## src/rtl/scroller_pkg.sv

```systemverilog
// Shared constants for the skyline scrollers: LFSR step, cutoff ceiling and palette.
// Pure definitions, no logic; no latency, no backpressure.
package scroller_pkg;

    localparam int              LFSR_W      = 9;
    localparam int              LFSR_TAP_HI = 8;
    localparam int              LFSR_TAP_LO = 4;
    localparam logic [LFSR_W-1:0] LFSR_SEED = 9'h1FF;

    localparam logic [4:0]      CUTOFF_MAX  = 5'd16;

    // Index 0 is sky; then far/dark to near/bright. The nearest layer always takes PALETTE_NEAREST.
    localparam int              PALETTE_LEN = 9;
    localparam logic [5:0]      PALETTE [PALETTE_LEN] = '{
        6'b01_10_11, 6'b00_01_01, 6'b01_01_00, 6'b10_01_00, 6'b11_10_00,
        6'b11_10_01, 6'b11_11_00, 6'b11_11_01, 6'b11_11_10
    };
    localparam logic [5:0]      PALETTE_NEAREST = 6'b11_10_00;

    function automatic logic [LFSR_W-1:0] lfsr_next(input logic [LFSR_W-1:0] s);
        return {s[LFSR_W-2:0], s[LFSR_TAP_HI] ^ s[LFSR_TAP_LO]};
    endfunction

    function automatic logic [5:0] palette_color(input int idx, input int n_layers);
        logic [5:0] c;
        c = PALETTE[idx];
        if (idx != 0 && idx == n_layers) c = PALETTE_NEAREST;
        return c;
    endfunction

endpackage

```

## src/rtl/parallax_layer.sv

```systemverilog
// One skyline layer: frame/line column LFSRs, column counters and height-ramp cutoff.
// solid is combinational from registered state; no backpressure (free-running with the raster).
module parallax_layer
    import scroller_pkg::*;
#(
    parameter int LAYER_IDX  = 0,
    parameter int COL_SHIFT  = 3,
    parameter int STEP_SHIFT = 4,
    parameter int HORIZON    = 128
) (
    input  logic       clk,
    input  logic       rst,
    input  logic [9:0] vcount,
    input  logic       visible,
    input  logic       line_start,
    input  logic       frame_start,
    input  logic       scroll_en,
    output logic       solid
);

    localparam logic [9:0]           HZ      = 10'(HORIZON);
    localparam logic [COL_SHIFT:0]   INC     = (COL_SHIFT+1)'(LAYER_IDX + 1);
    localparam logic [COL_SHIFT-1:0] CNT_ONE = COL_SHIFT'(1);

    logic [LFSR_W-1:0]    r_frame_lfsr;
    logic [COL_SHIFT-1:0] r_frame_cnt;
    logic [LFSR_W-1:0]    r_line_lfsr;
    logic [COL_SHIFT-1:0] r_line_cnt;
    logic [4:0]           r_cutoff;

    logic [COL_SHIFT:0]    w_frame_sum;
    logic [STEP_SHIFT-1:0] w_phase;
    logic                  w_ramp;

    assign w_frame_sum = {1'b0, r_frame_cnt} + INC;
    // Only the low bits of (vcount - horizon) matter for the ramp-step test.
    assign w_phase     = vcount[STEP_SHIFT-1:0] - HZ[STEP_SHIFT-1:0];
    assign w_ramp      = (vcount > HZ) && (w_phase == '0) && (r_cutoff < CUTOFF_MAX);

    always_ff @(posedge clk) begin
        if (rst) begin
            r_frame_lfsr <= LFSR_SEED;
            r_frame_cnt  <= '1;
            r_line_lfsr  <= LFSR_SEED;
            r_line_cnt   <= '1;
            r_cutoff     <= '0;
        end else begin
            if (frame_start && scroll_en) begin
                r_frame_cnt <= w_frame_sum[COL_SHIFT-1:0];
                if (w_frame_sum[COL_SHIFT]) r_frame_lfsr <= lfsr_next(r_frame_lfsr);
            end

            if (line_start) begin
                r_line_lfsr <= r_frame_lfsr;
                r_line_cnt  <= r_frame_cnt;
            end else if (visible) begin
                r_line_cnt <= r_line_cnt + CNT_ONE;
                if (r_line_cnt == '0) r_line_lfsr <= lfsr_next(r_line_lfsr);
            end

            if (frame_start) begin
                r_cutoff <= '0;
            end else if (line_start) begin
                if (vcount == HZ)  r_cutoff <= 5'd1;
                else if (w_ramp)   r_cutoff <= r_cutoff + 5'd1;
            end
        end
    end

    assign solid = ({1'b0, r_line_lfsr[3:0]} < r_cutoff);

endmodule

```

## src/rtl/parallax_layer_engine.sv

```systemverilog
// N-layer parallax skyline: per-layer solid flags, nearest-wins priority, palette, output regs.
// One-cycle registered latency from raster inputs to rgb_out/layer_out; no backpressure.
module parallax_layer_engine
    import scroller_pkg::*;
#(
    parameter int N_LAYERS     = 4,
    parameter int COL_SHIFT    = 3,
    parameter int STEP_SHIFT   = 4,
    parameter int HORIZON_BASE = 128,
    parameter int HORIZON_STEP = 32
) (
    input  logic                              clk,
    input  logic                              rst,
    input  logic [9:0]                        hcount,
    input  logic [9:0]                        vcount,
    input  logic                              visible,
    input  logic                              line_start,
    input  logic                              frame_start,
    input  logic                              scroll_en,
    output logic [5:0]                        rgb_out,
    output logic [$clog2(N_LAYERS+1)-1:0]     layer_out
);

    localparam int LW = $clog2(N_LAYERS + 1);

    logic [N_LAYERS-1:0] w_solid;
    logic [LW-1:0]       w_win;
    logic [5:0]          w_rgb;
    logic                w_unused_hcount;
    logic [5:0]          r_rgb;
    logic [LW-1:0]       r_layer;

    // Column position comes from the per-layer counters, so the raster column is not needed.
    assign w_unused_hcount = ^hcount;

    for (genvar l = 0; l < N_LAYERS; l++) begin : g_layer
        parallax_layer #(
            .LAYER_IDX  (l),
            .COL_SHIFT  (COL_SHIFT),
            .STEP_SHIFT (STEP_SHIFT),
            .HORIZON    (HORIZON_BASE + l * HORIZON_STEP)
        ) u_layer (
            .clk         (clk),
            .rst         (rst),
            .vcount      (vcount),
            .visible     (visible),
            .line_start  (line_start),
            .frame_start (frame_start),
            .scroll_en   (scroll_en),
            .solid       (w_solid[l])
        );
    end

    // Ascending scan: the last (nearest) solid layer overwrites any farther one.
    always_comb begin
        w_win = '0;
        for (int l = 0; l < N_LAYERS; l++) begin
            if (w_solid[l]) w_win = LW'(l + 1);
        end
    end

    assign w_rgb = palette_color(int'(w_win), N_LAYERS);

    always_ff @(posedge clk) begin
        if (rst || !visible) begin
            r_rgb   <= '0;
            r_layer <= '0;
        end else begin
            r_rgb   <= w_rgb;
            r_layer <= w_win;
        end
    end

    assign rgb_out   = r_rgb;
    assign layer_out = r_layer;

endmodule
```

## config.mk

```make
export PLATFORM = sky130hd
export DESIGN_NAME = parallax_layer_engine
export DESIGN_NICKNAME = d
export VERILOG_FILES = /design/src/rtl/scroller_pkg.sv /design/src/rtl/parallax_layer.sv /design/src/rtl/parallax_layer_engine.sv
export SDC_FILE = /design/constraint.sdc
export NUM_CORES = 1
export LEC_CHECK = 0
export BUFFER_PORTS_ARGS = -buffer_cell sky130_fd_sc_hd__buf_4
export CORE_MARGIN = 2
export CORE_UTILIZATION = 40
export CTS_CLUSTER_DIAMETER = 40
export DETAILED_ROUTE_END_ITERATION = 8
export GPL_ROUTABILITY_DRIVEN = 0
export PLACE_DENSITY_LB_ADDON = 0.3
export SETUP_SLACK_MARGIN = 0.05
export SLEW_MARGIN = 10
export SYNTH_ARGS = -nofsm -noshare
export SYNTH_HDL_FRONTEND = slang
export SYNTH_HIERARCHICAL = 1
export SYNTH_SLANG_ARGS = --single-unit
```

## constraint.sdc

```tcl
create_clock -name clk -period 6.97 [get_ports clk]
set_input_delay 2.091 -clock clk [delete_from_list [all_inputs] [get_ports clk]]
set_output_delay 2.091 -clock clk [all_outputs]
set_load 0.005 [all_outputs]
```

Word-level counts from Yosys, hierarchy flattened
Memories as Yosys holds them, arrays and structs flattened.
Index checks and enable logic that the tools add are counted.
{"block": "totals", "elab_cells": 139, "out_inout_bits": 9, "input_bits": 26, "ff_bits": 125, "n_memories": 1, "romBits": 96}
{"memory": "(name not given)", "words": 16, "width": 6, "rd": 1, "rd_clocked_by_memory_dff": 0, "wr": 0, "line_no": "scroller_pkg.sv:26", "rtl": "c = PALETTE[idx];"}
{"block": "classes", "magnitude_cmp": 13, "add_sub_neg": 12, "muxes": 35, "n_eq_ne": 5, "reduce_logical": 41, "bitwise_logic": 9}
{"cell": "$mux W9", "count": 12}
{"cell": "$eq A10 B8 Y1 const B", "count": 4}
{"cell": "$gt A10 B8 Y1 const B", "count": 4}
{"cell": "$mux W5", "count": 8}
{"cell": "$mux W3", "count": 11}
{"cell": "$ge A32 B5 Y1 const B", "count": 1}
{"cell": "$not A3 Y32", "count": 1}
{"cell": "$reduce_and A2 Y1", "count": 12}
{"cell": "$add A5 B1 Y5 const B", "count": 4}
{"cell": "$lt A4 B5 Y1", "count": 4}
{"cell": "$lt A5 B5 Y1 const B", "count": 4}
{"cell": "$mux W6", "count": 3}
{"cell": "$reduce_bool A2 Y1", "count": 9}
{"cell": "$add A3 B1 Y3 const B", "count": 4}
{"cell": "$logic_not A3 Y1", "count": 4}
{"cell": "$logic_and A1 B1 Y1", "count": 10}
{"cell": "$add A3 B2 Y4 const B", "count": 2}
{"cell": "$xor A1 B1 Y1", "count": 8}
{"cell": "$add A3 B1 Y4 const B", "count": 1}
{"cell": "$add A3 B3 Y4 const B", "count": 1}
{"cell": "$logic_not A4 Y1", "count": 1}
{"cell": "$reduce_or A2 Y1", "count": 2}
{"cell": "$eq A3 B3 Y1 const B", "count": 1}
{"cell": "$reduce_bool A3 Y1", "count": 1}
{"cell": "3 further kinds", "count": 3}

Longest topological paths before layout
{"block": "depth", "word_depth": 10, "depth_mapped": 8, "mapped_depth_nobuf": 8}

By module
Netlist, hierarchy kept.
{"mod": "parallax_layer (g_layer[0].u_layer)", "area_each_um2": 1468.9, "seq_area_each_um2": 580.6, "cells_each": 168, "n_inst": 1}
{"mod": "parallax_layer (g_layer[1].u_layer)", "area_each_um2": 1423.9, "seq_area_each_um2": 560.5, "cells_each": 161, "n_inst": 1}
{"mod": "parallax_layer (g_layer[2].u_layer)", "area_each_um2": 1422.6, "seq_area_each_um2": 580.6, "cells_each": 164, "n_inst": 1}
{"mod": "parallax_layer (g_layer[3].u_layer)", "area_each_um2": 1312.5, "seq_area_each_um2": 540.5, "cells_each": 147, "n_inst": 1}
{"mod": "parallax_layer_engine", "area_each_um2": 295.3, "seq_area_each_um2": 180.2, "cells_each": 24, "n_inst": 1}

Worst setup path before layout
Ideal clock, no wire load.
{"block": "synth_path", "kind": "input to register", "start": "input vcount[1]", "end": "register g_layer[2].u_layer.r_cutoff[4]", "path_buffers": 1, "cell_stages": 5, "setup_ps": 70, "setup_slack_ps": 3345, "t_required_ps": 6900, "arrival_time_ps": 3555, "path_cell_list": "or4_4 -> or2_1 -> clkbuf_2 -> or4_1 -> a21oi_1"}
{"block": "synth_via", "elab_chain_cells": 5, "elab_cells_between_ends": 8, "classes_between": "1 x order compare; 1 x eq/ne; 1 x mux; 5 x reduce/logical"}
{"item": "from (decl)", "line_no": "parallax_layer_engine.sv:15", "rtl": "input logic [9:0] vcount,"}
{"item": "$gt A10 B8 Y1 / $logic_not A4 Y1 (equally long branches)", "line_no": "parallax_layer.sv:38", "rtl": "assign w_ramp = (vcount > HZ) && (w_phase == '0) && (r_cutoff < CUTOFF_MAX);"}
{"item": "$logic_and A1 B1 Y1 (2 in series)", "line_no": "parallax_layer.sv:38"}
{"item": "$reduce_bool A2 Y1 (no source line)"}
{"item": "$reduce_and A2 Y1 (no source line)"}
{"item": "to (signal assigned)", "line_no": "parallax_layer.sv:65", "rtl": "else if (w_ramp) r_cutoff <= r_cutoff + 5'd1;"}
{"item": "to (decl)", "line_no": "parallax_layer.sv:29", "rtl": "logic [4:0] r_cutoff;"}
Several ways; a longest one is shown, not always the timed one.
A chain may end at the register's enable or synchronous reset.

Final worst setup path
{"block": "layout_path", "start": "input line_start", "end": "register g_layer[2].u_layer.r_cutoff[3]"}
{"block": "layout_via", "elab_chain_cells": 1}
{"item": "from (decl)", "line_no": "parallax_layer_engine.sv:17", "rtl": "input logic line_start,"}
{"item": "$reduce_and A2 Y1 (no source line)"}
Every way passes these cells.

==> impl_metrics.tcl <==
set metrics [dict create \
    place_area_mm2 0.006213 \
    drtPass1Iterations 4 \
    grtUsageMet3_pct 4.928 \
    grt_pass1_vias 4395 \
    syn_area_mm2 0.005923 \
    yosys.area.top_type "dfxtp_1" \
    portBuffers 24 \
    wl_per_cell_um 13.83 \
    die-area_mm2 0.01580 \
    r2r_slack_ps 5120 \
    clock_latency_ps 410 \
    fmax_mhz 273.1 \
    post_cts_buffers 0 \
    rows 44 \
    area_growth_pct 14.68 \
    ios 35 \
    postCtsHoldBufs 0 \
    yosys_most_used_dff "dfxtp_1" \
    synth.top_cell.area_share_pct 41.23 \
    crit_type "primary input to flop" \
    timing.rr.start "g_layer[1].u_layer/r_line_cnt[0]$_SDFFE_PP1P_" \
    clockRootBuffer "clkbuf_16" \
    start_kind "primary input" \
    hold_violations 0 \
    worst_pin_slew_ps 707.0 \
    avgSynthCellArea_um2 8.920 \
    fin_nets 736 \
    combinationalPowerShare_pct 9.0 \
    cts_tree "done" \
    async_flop_share_pct 0 \
    dp_hpwl_mm 8.427 \
    ys_seq_area_share_pct 41.23 \
    r2r_end "g_layer[1].u_layer/r_line_lfsr[8]$_SDFFE_PP1P_" \
    min_period_ps 3662 \
    outcome "finished clean" \
    final_core_util_pct 46.92 \
    fin_worst_skew_ps 4.529 \
    vias 4605 \
    cellInternalPower_mw 1.353 \
    cts_buffer_depth 2 \
    met1_usage_pct 18.77 \
    synth_cell_types 65 \
    switching_share_pct 23.37 \
    path_clk_slew_ps 50 \
    multi_input_area_mm2 0.003219 \
    drive_above_1_share_pct 14.66 \
    antenna_found_initial 0 \
    min_period_over_period_pct 52.54 \
    syn_inst 664 \
    power.share.clock_pct 47.8 \
    overflow 0 \
    grt_max_degree 48 \
    numCtsBuffers 17 \
    synth.top_cells.by_area "dfxtp_1 (41%), nand2_1 (9.6%), mux2i_1 (6.6%)" \
    floorplan.core_area_mm2 0.01448 \
    diodes 0 \
    setup-tns-final_ps 0 \
    path_max_fanout 47 \
    h-tree-depth 4 \
    setup_ws_ps 3308 \
    yosysWarnings 6 \
    power.share.sequential_pct 43.2 \
    ant_nets 0 \
    holdCritPathClass "flop to flop" \
    die_x_um 125.7 \
    via_per_inst 5.233 \
    fin_hold_ws_ps 486.4 \
    use_met2_pct 26.77 \
    r2r_cells 6 \
    setup_viol_count_final 0 \
    first_iter_violations 243 \
    min_from "g_layer[2].u_layer/r_frame_lfsr[3]$_SDFFE_PP1P_" \
    grt_usage_pct 15.69 \
    syn-num-nets 717 \
    final_area_mm2 0.006793 \
    fillCellCount 1349 \
    arrival_ps 4000 \
    min_to "g_layer[2].u_layer/r_frame_lfsr[4]$_SDFFE_PP1P_" \
    die_h_um 125.7 \
    cap_violations 0 \
    synth.most_common_cell "nand2_1" \
    drc_errors 0 \
    switchingPower_mw 0.4126 \
    cp_data_required_time_ps 7310 \
    dp_slack_ps 2933 \
    hold_depth 2 \
    ir_drop_mv 0.1705 \
    grt_pass1_wl_mm 20.38 \
    power_leakage_nw 2.952 \
    synth_edf_count 0 \
    start_util_pct 40.91 \
    ctsResizeCount 0 \
    p_per_area_mw_per_mm2 259.8 \
    slew_viol_final 0 \
    cts_sinks 122 \
    end_kind "flop" \
    netlist_top_cells_count "nand2_1 (151), dfxtp_1 (122), nand3_1 (53)" \
    seqCellArea_mm2 0.002442 \
    slew_headroom_pct 52.86 \
    wirelength_mm 12.17 \
    rsz0062_at_grt "false" \
    busiest_layer "met2" \
    synth-seq-cells 122 \
]
stage by stage:
step	power [mW]	cells
floorplan	0.8887	664
global route	1.840	880
CTS	1.784	880
detailed placement	0.9362	848
finish	1.765	880
global placement	0.9282	848
worst max-delay path: stages:
cell	delay [ps]
buf_4	540
bufinv_8	350
or2_1	310
or4_1	520
a21oi_1	170
metal layers:
layer,vias up,part of all wire (%)
met5,-,0
met4,0,1.3
met3,15,3.2
met2,60,50
met1,2193,46
li1,2337,-
kinds of logic (layout without fill, tap and decap cells):
group	Yosys count	in the layout	share of synthesized area [%]
AND/OR/NAND/NOR	287	287	22.71
adder cells (fa/ha/maj)	27	27	5.703
buffers and inverters	58	90	4.415
AO/OA/AOI/OAI	79	79	9.295
flip-flops	122	122	41.23
multiplexers	71	71	13.69
XOR/XNOR	20	20	2.957
cells in the final DEF, fill, tap and decap left out, types with 17 or more instances in the layout:
cell type,netlist,final
buf_4,2,24
nor2_1,27,27
nand3_1,53,53
inv_1,32,32
clkbuf_16,0,17
nand2_1,151,151
ha_1,27,27
dfxtp_1,122,122
mux2i_1,39,39
power groups by stage:
stage / combinational (mW) / sequential, mW / clock, mW
after floorplan: 0.119 / 0.769 / 0
after global placement: 0.153 / 0.775 / 0
after detailed placement: 0.159 / 0.778 / 0
after CTS: 0.160 / 0.763 / 0.861
after global routing: 0.181 / 0.767 / 0.892
final: 0.159 / 0.763 / 0.843
area by class of cell:
cell class | count | share of cell area [%]
Clock buffer | 26 | 7.644
Clock inverter | 6 | 0.8841
Inverter | 34 | 2.081
Multi-Input combinational cell | 484 | 47.39
Sequential cell | 122 | 35.96
Tap cell | 184 | 3.389
Timing Repair Buffer | 24 | 2.652
state kept, by name, summed over array words and instances (netlist names):
name and flops:
g_layer.u_layer/r_line_lfsr 36, g_layer.u_layer/r_cutoff 20, layer_out 3, g_layer.u_layer/r_line_cnt 12, g_layer.u_layer/r_frame_lfsr 36, g_layer.u_layer/r_frame_cnt 9, rgb_out 6
worst max path at each step:
stage | from | endpoint | slack [ps]
finish | line_start | g_layer[2].u_layer/r_cutoff[3]$_SDFFE_PP0P_ | 3310
global route | line_start | g_layer[2].u_layer/r_cutoff[3]$_SDFFE_PP0P_ | 3230
CTS | line_start | g_layer[2].u_layer/r_cutoff[3]$_SDFFE_PP0P_ | 3350
detailed placement | line_start | g_layer[2].u_layer/r_cutoff[4]$_SDFFE_PP0P_ | 2930
global placement | line_start | g_layer[2].u_layer/r_cutoff[4]$_SDFFE_PP0P_ | 2930
floorplan | vcount[1] | g_layer[2].u_layer/r_cutoff[4]$_SDFFE_PP0P_ | 3340
No activity file was read; power rests on OpenSTA's default activity.
